--- src/rtl/fp_div_seq_if.sv ---
// Handshake/operand bundle between a controller and the sequential FP32 divider.
interface fp_div_seq_if;
    logic        start;
    logic [31:0] A;
    logic [31:0] B;
    logic        busy;
    logic        done;
    logic [31:0] Q;
    logic        underflow;
    logic        overflow;
    logic        div_by_zero;

    modport master (
        output start, A, B,
        input  busy, done, Q, underflow, overflow, div_by_zero
    );

    modport slave (
        input  start, A, B,
        output busy, done, Q, underflow, overflow, div_by_zero
    );
endinterface

--- src/rtl/fp_div_seq.sv ---
// Sequential FP32 divider: 25-cycle restoring mantissa divide plus one normalise cycle.
// Simplified number model: no denormals/NaN, truncated mantissa.
module fp_div_seq (
    input  logic         clk,
    input  logic         rst_n,
    fp_div_seq_if.slave  bus
);
    typedef enum logic [1:0] {IDLE, DIV, NORM} state_t;

    state_t      state, state_nxt;
    logic [4:0]  cnt;
    logic [24:0] rem;
    logic [24:0] quo;
    logic [23:0] dvs;
    logic [9:0]  exp_r;
    logic        sign_r;
    logic [31:0] q_r;
    logic        done_r, uf_r, of_r, dz_r;

    logic        a_zero, b_zero, special, ge;
    logic [24:0] rem_sel;
    logic [9:0]  exp_in, exp_n;
    logic [22:0] man_n;
    logic        in_sign;

    assign a_zero  = (bus.A[30:23] == 8'd0);
    assign b_zero  = (bus.B[30:23] == 8'd0);
    assign special = a_zero | b_zero;
    assign in_sign = bus.A[31] ^ bus.B[31];
    // Biased exponent difference; 10 bits two's complement covers -127..382
    assign exp_in  = {2'b00, bus.A[30:23]} - {2'b00, bus.B[30:23]} + 10'd127;

    assign ge      = (rem >= {1'b0, dvs});
    assign rem_sel = ge ? (rem - {1'b0, dvs}) : rem;

    assign exp_n   = quo[24] ? exp_r : (exp_r - 10'd1);
    assign man_n   = quo[24] ? quo[23:1] : quo[22:0];

    always_comb begin
        state_nxt = state;
        case (state)
            IDLE:    if (bus.start && !special) state_nxt = DIV;
            DIV:     if (cnt == 5'd0) state_nxt = NORM;
            NORM:    state_nxt = IDLE;
            default: state_nxt = IDLE;
        endcase
    end

    always_ff @(posedge clk or negedge rst_n) begin
        if (!rst_n) state <= IDLE;
        else        state <= state_nxt;
    end

    always_ff @(posedge clk or negedge rst_n) begin
        if (!rst_n) begin
            cnt    <= '0;
            rem    <= '0;
            quo    <= '0;
            dvs    <= '0;
            exp_r  <= '0;
            sign_r <= 1'b0;
            q_r    <= '0;
            done_r <= 1'b0;
            uf_r   <= 1'b0;
            of_r   <= 1'b0;
            dz_r   <= 1'b0;
        end else begin
            done_r <= 1'b0;
            case (state)
                IDLE: if (bus.start) begin
                    uf_r   <= 1'b0;
                    of_r   <= 1'b0;
                    dz_r   <= 1'b0;
                    sign_r <= in_sign;
                    exp_r  <= exp_in;
                    dvs    <= {1'b1, bus.B[22:0]};
                    rem    <= {2'b01, bus.A[22:0]};
                    quo    <= '0;
                    cnt    <= 5'd24;
                    // Zero divisor wins over zero dividend
                    if (b_zero) begin
                        dz_r   <= 1'b1;
                        q_r    <= {in_sign, 8'hFF, 23'd0};
                        done_r <= 1'b1;
                    end else if (a_zero) begin
                        q_r    <= {in_sign, 31'd0};
                        done_r <= 1'b1;
                    end
                end
                DIV: begin
                    quo <= {quo[23:0], ge};
                    rem <= {rem_sel[23:0], 1'b0};
                    if (cnt != 5'd0) cnt <= cnt - 5'd1;
                end
                NORM: begin
                    done_r <= 1'b1;
                    if (exp_n[9] || exp_n == 10'd0) begin
                        uf_r <= 1'b1;
                        q_r  <= {sign_r, 31'd0};
                    end else if (exp_n >= 10'd255) begin
                        of_r <= 1'b1;
                        q_r  <= {sign_r, 8'hFF, 23'd0};
                    end else begin
                        q_r  <= {sign_r, exp_n[7:0], man_n};
                    end
                end
                default: ;
            endcase
        end
    end

    assign bus.busy        = (state == DIV) || (state == NORM);
    assign bus.done        = done_r;
    assign bus.Q           = q_r;
    assign bus.underflow   = uf_r;
    assign bus.overflow    = of_r;
    assign bus.div_by_zero = dz_r;
endmodule

--- src/flat_wrapper.sv ---
// flat-port wrapper written by rule: the top's interface ports become plain ports
module fp_div_seq_flat 
  (clk, rst_n, bus_start, bus_A, bus_B, bus_busy, bus_done, bus_Q, bus_underflow, bus_overflow, bus_div_by_zero);
  fp_div_seq_if bus_i ();
  input  logic clk;
  input  logic rst_n;
  input wire logic [$bits(bus_i.start)-1:0] bus_start;
  input wire logic [$bits(bus_i.A)-1:0] bus_A;
  input wire logic [$bits(bus_i.B)-1:0] bus_B;
  output wire logic [$bits(bus_i.busy)-1:0] bus_busy;
  output wire logic [$bits(bus_i.done)-1:0] bus_done;
  output wire logic [$bits(bus_i.Q)-1:0] bus_Q;
  output wire logic [$bits(bus_i.underflow)-1:0] bus_underflow;
  output wire logic [$bits(bus_i.overflow)-1:0] bus_overflow;
  output wire logic [$bits(bus_i.div_by_zero)-1:0] bus_div_by_zero;
  assign bus_i.start = bus_start;
  assign bus_i.A = bus_A;
  assign bus_i.B = bus_B;
  assign bus_busy = bus_i.busy;
  assign bus_done = bus_i.done;
  assign bus_Q = bus_i.Q;
  assign bus_underflow = bus_i.underflow;
  assign bus_overflow = bus_i.overflow;
  assign bus_div_by_zero = bus_i.div_by_zero;
  fp_div_seq u_core (.clk(clk), .rst_n(rst_n), .bus(bus_i));
endmodule
--- config.mk ---
export PLATFORM = sky130hd
export DESIGN_NAME = fp_div_seq_flat
export DESIGN_NICKNAME = d
export VERILOG_FILES = /design/src/rtl/fp_div_seq_if.sv /design/src/rtl/fp_div_seq.sv /design/src/flat_wrapper.sv
export SDC_FILE = /design/constraint.sdc
export NUM_CORES = 1
export LEC_CHECK = 0
export CORE_MARGIN = 4
export CORE_UTILIZATION = 37
export CTS_CLUSTER_DIAMETER = 120
export DETAILED_ROUTE_END_ITERATION = 10
export PLACE_DENSITY = 0.68
export SLEW_MARGIN = 20
export SYNTH_ARGS = -nofsm -noshare
export SYNTH_HDL_FRONTEND = slang
export SYNTH_SLANG_ARGS = --single-unit
--- constraint.sdc ---
create_clock -name clk -period 3.85 [get_ports clk]
set_clock_uncertainty 0.1 [all_clocks]
set_input_delay 0.385 -clock clk [delete_from_list [all_inputs] [get_ports clk]]
set_output_delay 0.385 -clock clk [all_outputs]
set_load 0.05 [all_outputs]
# --- Word-level counts from Yosys, hierarchy flattened ---
# Cells that the tools add are included.
op_classes:
  add_sub_neg: 5
  eq_ne: 10
  magnitude_cmp: 2
  n_mux: 30
  n_reduce_logical: 19
  bitwise_logic: 2
ops:
  columns: ["operator", "n"]
  rows:
  - ["$pmux W25 S2", 2]
  - ["$mux W32", 3]
  - ["$pmux W32 S2", 1]
  - ["$mux W31", 2]
  - ["$mux W25", 2]
  - ["$ge A25 B24 Y1", 1]
  - ["$mux W24", 1]
  - ["$sub A24 B24 Y24", 1]
  - ["$mux W23", 1]
  - ["$logic_not A8 Y1", 2]
  - ["$add A10 B7 Y10 const B", 1]
  - ["$ge A10 B8 Y1 const B", 1]
  - ["$logic_not A10 Y1", 1]
  - ["$mux W10", 1]
  - ["$mux W5", 2]
  - ["$ne A2 B1 Y1 const B", 5]
  - ["$pmux W5 S2", 1]
  - ["$sub A10 B1 Y10 const B", 1]
  - ["$reduce_and A3 Y1", 3]
  - ["$sub A8 B8 Y9", 1]
  - ["$mux W1", 8]
  - ["$pmux W1 S2", 3]
  - ["$reduce_and A2 Y1", 3]
  - ["$logic_not A5 Y1", 1]
  - ["16 further kinds", 20]
word_totals:
  ff_bits: 128
  output_inout_bits: 37
  wordCells: 80
  input_bits: 67

# --- Depth between registers and ports, before layout ---
logic_depth:
  ltp_word: 6
  ltp_mapped: 13
  depth_no_buf: 11

# --- Worst setup path before layout ---
# No wires, ideal clock.
synth_timing:
  path_kind: "register to register"
  startpoint: "register u_core.rem[5]"
  endpoint: "register u_core.rem[21]"
  setup_time_ps: 126
  stages_incl_launch_ff: 10
  synth_period_minus_slack_ps: 2839
  path_buffers: 0
  arrival_time_ps: 2613
  t_required_ps: 3624
  path_slack_ps: 1011
  cell_sequence: "dfrtp_1 -> ha_1 -> a21o_1 -> or3_4 -> o211a_4 -> a41oi_4 -> o21ai_2 -> a311o_1 -> xor2_1 -> a221o_1"
synth_between:
  elab_chain_cells: 3
  word_cells_on_any_way: 4
  cone_classes: "add/sub (1); order compare (1); mux (2)"
synth_rtl:
  columns: ["item", "line_no", "text"]
  rows:
  - ["start, declared", "fp_div_seq.sv:12", "logic [24:0] rem;"]
  - ["start signal, assigned", "fp_div_seq.sv:77", "rem <= {2'b01, bus.A[22:0]};"]
  - ["start signal, assigned", "fp_div_seq.sv:92", "rem <= {rem_sel[23:0], 1'b0};"]
  - ["$sub A24 B24 Y24 or $ge A25 B24 Y1 (tied branches)", "fp_div_seq.sv:34, fp_div_seq.sv:33", null]
  - ["$mux W24 (*)", "fp_div_seq.sv:34", "assign rem_sel = ge ? (rem - {1'b0, dvs}) : rem;"]
  - ["$pmux W25 S2 (*)", "fp_div_seq.sv:69", "case (state)"]
# Every way passes the cells marked *; elsewhere a longest branch is shown, timed or not.
# A chain may end at the register's enable or synchronous reset.

# --- Worst setup path in the final report ---
layout_timing:
  startpoint: "register u_core.rem[3]"
  endpoint: "register u_core.rem[7]"
# The elaborated chain is that of the path after synthesis.

==> impl_metrics.env <==
export IMPL_cts_buffers=17
export IMPL_routedWlPerCell_um=14.9
export IMPL_gp_congestion=0.859
export IMPL_worstPathArrival_ns=3.30
export IMPL_critPathMaxFanout=15
export IMPL_final_util=0.474
export IMPL_cp_start_kind="flip-flop"
export IMPL_synth_top_family_by_area="simple AND/OR/NAND/NOR gates"
export IMPL_synth_async_reset_ratio=1.00
export IMPL_synth_nets=951
export IMPL_synth_fa_ha_area_frac=0.0682
export IMPL_cp_required_ns=4.07
export IMPL_detailed_place_hpwl_um=13000
export IMPL_regArea_um2=3200
export IMPL_multi_input_area_um2=4240
export IMPL_synth_edf_count=0
export IMPL_cts_sinks=128
export IMPL_yosys_area_top_type_share=0.414
export IMPL_ys_ff_latch=128
export IMPL_port_buffers=103
export IMPL_tightestPinTransition_ns=0.775
export IMPL_ys_warn_count=0
export IMPL_grt_pass1_wl_um=30600
export IMPL_synthCells=843
export IMPL_cts_hold_buf=1
export IMPL_fillerInstances=1962
export IMPL_cts_setup_buffers=0
export IMPL_antenna_found_initial=0
export IMPL_r2r_start="u_core.rem[3]"
export IMPL_synthSimpleGateAreaFrac=0.173
export IMPL_die_h_um=153
export IMPL_min_delay_start="u_core.dvs[23]"
export IMPL_synthTopCellsByArea="dfrtp_1 (41%), ha_1 (6.3%), nand2_1 (5.4%), mux2i_1 (5.0%), mux2_2 (4.2%)"
export IMPL_ys_seq_area_frac=0.414
export IMPL_drt_iter0_markers=328
export IMPL_combPwrFrac=0.557
export IMPL_ant_nets=0
export IMPL_num_antenna_cells=0
export IMPL_clockBufferDepth=2
export IMPL_synth_xor_xnor_area_share=0.0441
export IMPL_grt_overflow=0
export IMPL_die_w_um=153
export IMPL_synth_avg_cell_area_um2=9.18
export IMPL_ys_flop_type="dfrtp_1"
export IMPL_io_pins=104
export IMPL_core_area_um2=20400
export IMPL_synth_compound_area_frac=0.166
export IMPL_layout_commonest_cell="dfrtp_1"
export IMPL_dr_total_vias=6312
export IMPL_p_clk_frac=0.195
export IMPL_power_frac_seq=0.248
export IMPL_drt_total_wl_um=18200
export IMPL_start_util=0.379
export IMPL_post_cts_resized=0
export IMPL_clkTransAtPathRegs_ns=0.06
export IMPL_nNetsFinal=1046
export IMPL_drv_cap=0
export IMPL_period_minus_slack_ns=3.07
export IMPL_netlist_area_um2=7740
export IMPL_peakVddDrop_mv=0.412
export IMPL_drv_slew=0
export IMPL_insertion_delay_ns=0.43
export IMPL_slew_headroom=0.484
export IMPL_switchingPower_mw=3.76
export IMPL_total_power_mw=8.49
export IMPL_reg2reg_to="u_core.rem[7]"
export IMPL_grtUsageTotal=0.158
export IMPL_dieArea_um2=23300
export IMPL_r2r_cells=10
export IMPL_drc=0
export IMPL_swShare=0.442
export IMPL_setup_viol=0
export IMPL_p_int_mw=4.74
export IMPL_grt_max_degree=68
export IMPL_min_path_cells=2
export IMPL_yosysUniqueCellTypes=68
export IMPL_yosysTopAreaCell="dfrtp_1"
export IMPL_post_route_period_util=0.799
export IMPL_syn_to_final_growth_pct=25.1
export IMPL_hp_class="flip-flop to flip-flop"
export IMPL_cts_tree="done"
export IMPL_grt_pass1_vias=6152
export IMPL_synth_area_mux_share=0.0926
export IMPL_rsz0062_at_grt="no"
export IMPL_critPathKind="flip-flop to flip-flop"
export IMPL_drt_vias_per_instance=5.17
export IMPL_totalNegativeSetupSlack_ns=0
export IMPL_powerDensity_nw_per_um2=877
export IMPL_r2r_setup_slack_ns=0.78
export IMPL_crit_path_end_kind="flip-flop"
export IMPL_layout_common_cells="dfrtp_1 (128), nand2_1 (111), clkdlybuf4s50_1 (102)"
export IMPL_fmax_mhz=325
export IMPL_timing_hold_violations_final=0
export IMPL_drive_above_1_share=0.0946
export IMPL_leakage_nw=4.25
export IMPL_firstDrtPassIters=7
export IMPL_outcome="completed"
export IMPL_cts_root_buffer="clkbuf_16"
export IMPL_num_rows=52
export IMPL_h_tree_depth=4
export IMPL_whs_endpoint="u_core.dvs[23]"
==> cells in the mapped netlist (17+ instances only) <==
library cell,instances
mux2_2,29
o21ai_0,43
dfrtp_1,128
nand3_1,31
nand2_1,112
a21oi_1,48
o21ai_1,33
nor2_1,45
mux2i_1,39
xnor2_1,22
clkbuf_1,30
xor2_1,17
ha_1,39
inv_1,48
==> how the worst max path moves through the flow <==
stage                   start              end  slack, ns  depth (start not counted)
2_1_floorplan   u_core.rem[5]   u_core.rem[21]       1.01                          9
3_3_place_gp        bus_A[23]  u_core.exp_r[8]       0.73                         12
3_5_place_dp        bus_A[23]  u_core.exp_r[8]       0.67                         12
4_1_cts        u_core.rem[18]    u_core.rem[7]       0.78                         10
5_1_grt        u_core.dvs[18]    u_core.rem[7]       0.46                         11
6_report        u_core.rem[3]    u_core.rem[7]       0.78                         10
==> metal layers <==
layer | vias up | share of wire | track usage
li1 | 3165 | - | -
met1 | 3012 | 0.48 | 0.214
met2 | 124 | 0.47 | 0.257
met3 | 11 | 0.041 | 0.0361
met4 | 0 | 0.0064 | 0.0407
met5 | - | 0 | 0
==> state kept, by name, summed over array words and instances, names as in the netlist <==
| name | count |
|---|---|
| u_core.dvs | 24 |
| u_core.sign_r | 1 |
| u_core.bus.Q | 32 |
| u_core.bus.underflow | 1 |
| u_core.exp_r | 10 |
| u_core.cnt | 5 |
| u_core.state | 2 |
| u_core.bus.overflow | 1 |
| u_core.rem | 25 |
| u_core.quo | 25 |
| u_core.bus.div_by_zero | 1 |
| u_core.bus.done | 1 |
==> critical path: stages (launching register included) <==
cell     delay [ns]
dfrtp_1        0.41
ha_1           0.36
a21o_1         0.20
a21oi_1        0.17
a21oi_1        0.11
o21ai_0        0.26
a31o_2         0.23
o211a_1        0.42
buf_4          0.33
nor3_1         0.08
o31ai_1        0.28
==> power groups by stage <==
stage | Sequential [mW] | Clock [mW] | Combinational [mW]
after floorplan | 2.17 | 0 | 3.54
after global placement | 2.10 | 0 | 4.64
after detailed placement | 2.12 | 0 | 4.70
after CTS | 2.10 | 1.69 | 4.74
after global routing | 2.17 | 1.75 | 5.29
final | 2.10 | 1.66 | 4.73
==> cells by family (layout without fill, tap and decap cells) <==
family / after synthesis / after routing
and+or+nand+nor: 277 / 277
adders and majority gates: 41 / 41
xor gates and xnor gates: 39 / 39
muxes: 68 / 68
DFF: 128 / 128
AOI/OAI and AO/OA: 204 / 204
buffers and inverters: 86 / 194
==> through the flow <==
step           std cells  hold slack (ns)  cell area (um2)  setup WS (ns)
2_1_floorplan        843          -0.0106             7740           1.01
3_3_place_gp        1188            0.332             9070          0.729
3_5_place_dp        1188            0.337             9070          0.667
4_1_cts             1221            0.352             9680          0.778
5_1_grt             1221            0.386             9680          0.458
6_report            1221            0.350             9680          0.775
==> area by class of cell <==
type,count,area share
repair buffers,114,0.116
clock inverters,15,0.0177
inverters,48,0.0186
flip-flops and latches,128,0.331
well taps,270,0.0349
clock buffers,17,0.0439
multi-input cells,629,0.438
Power figures use the tool's default switching activity.
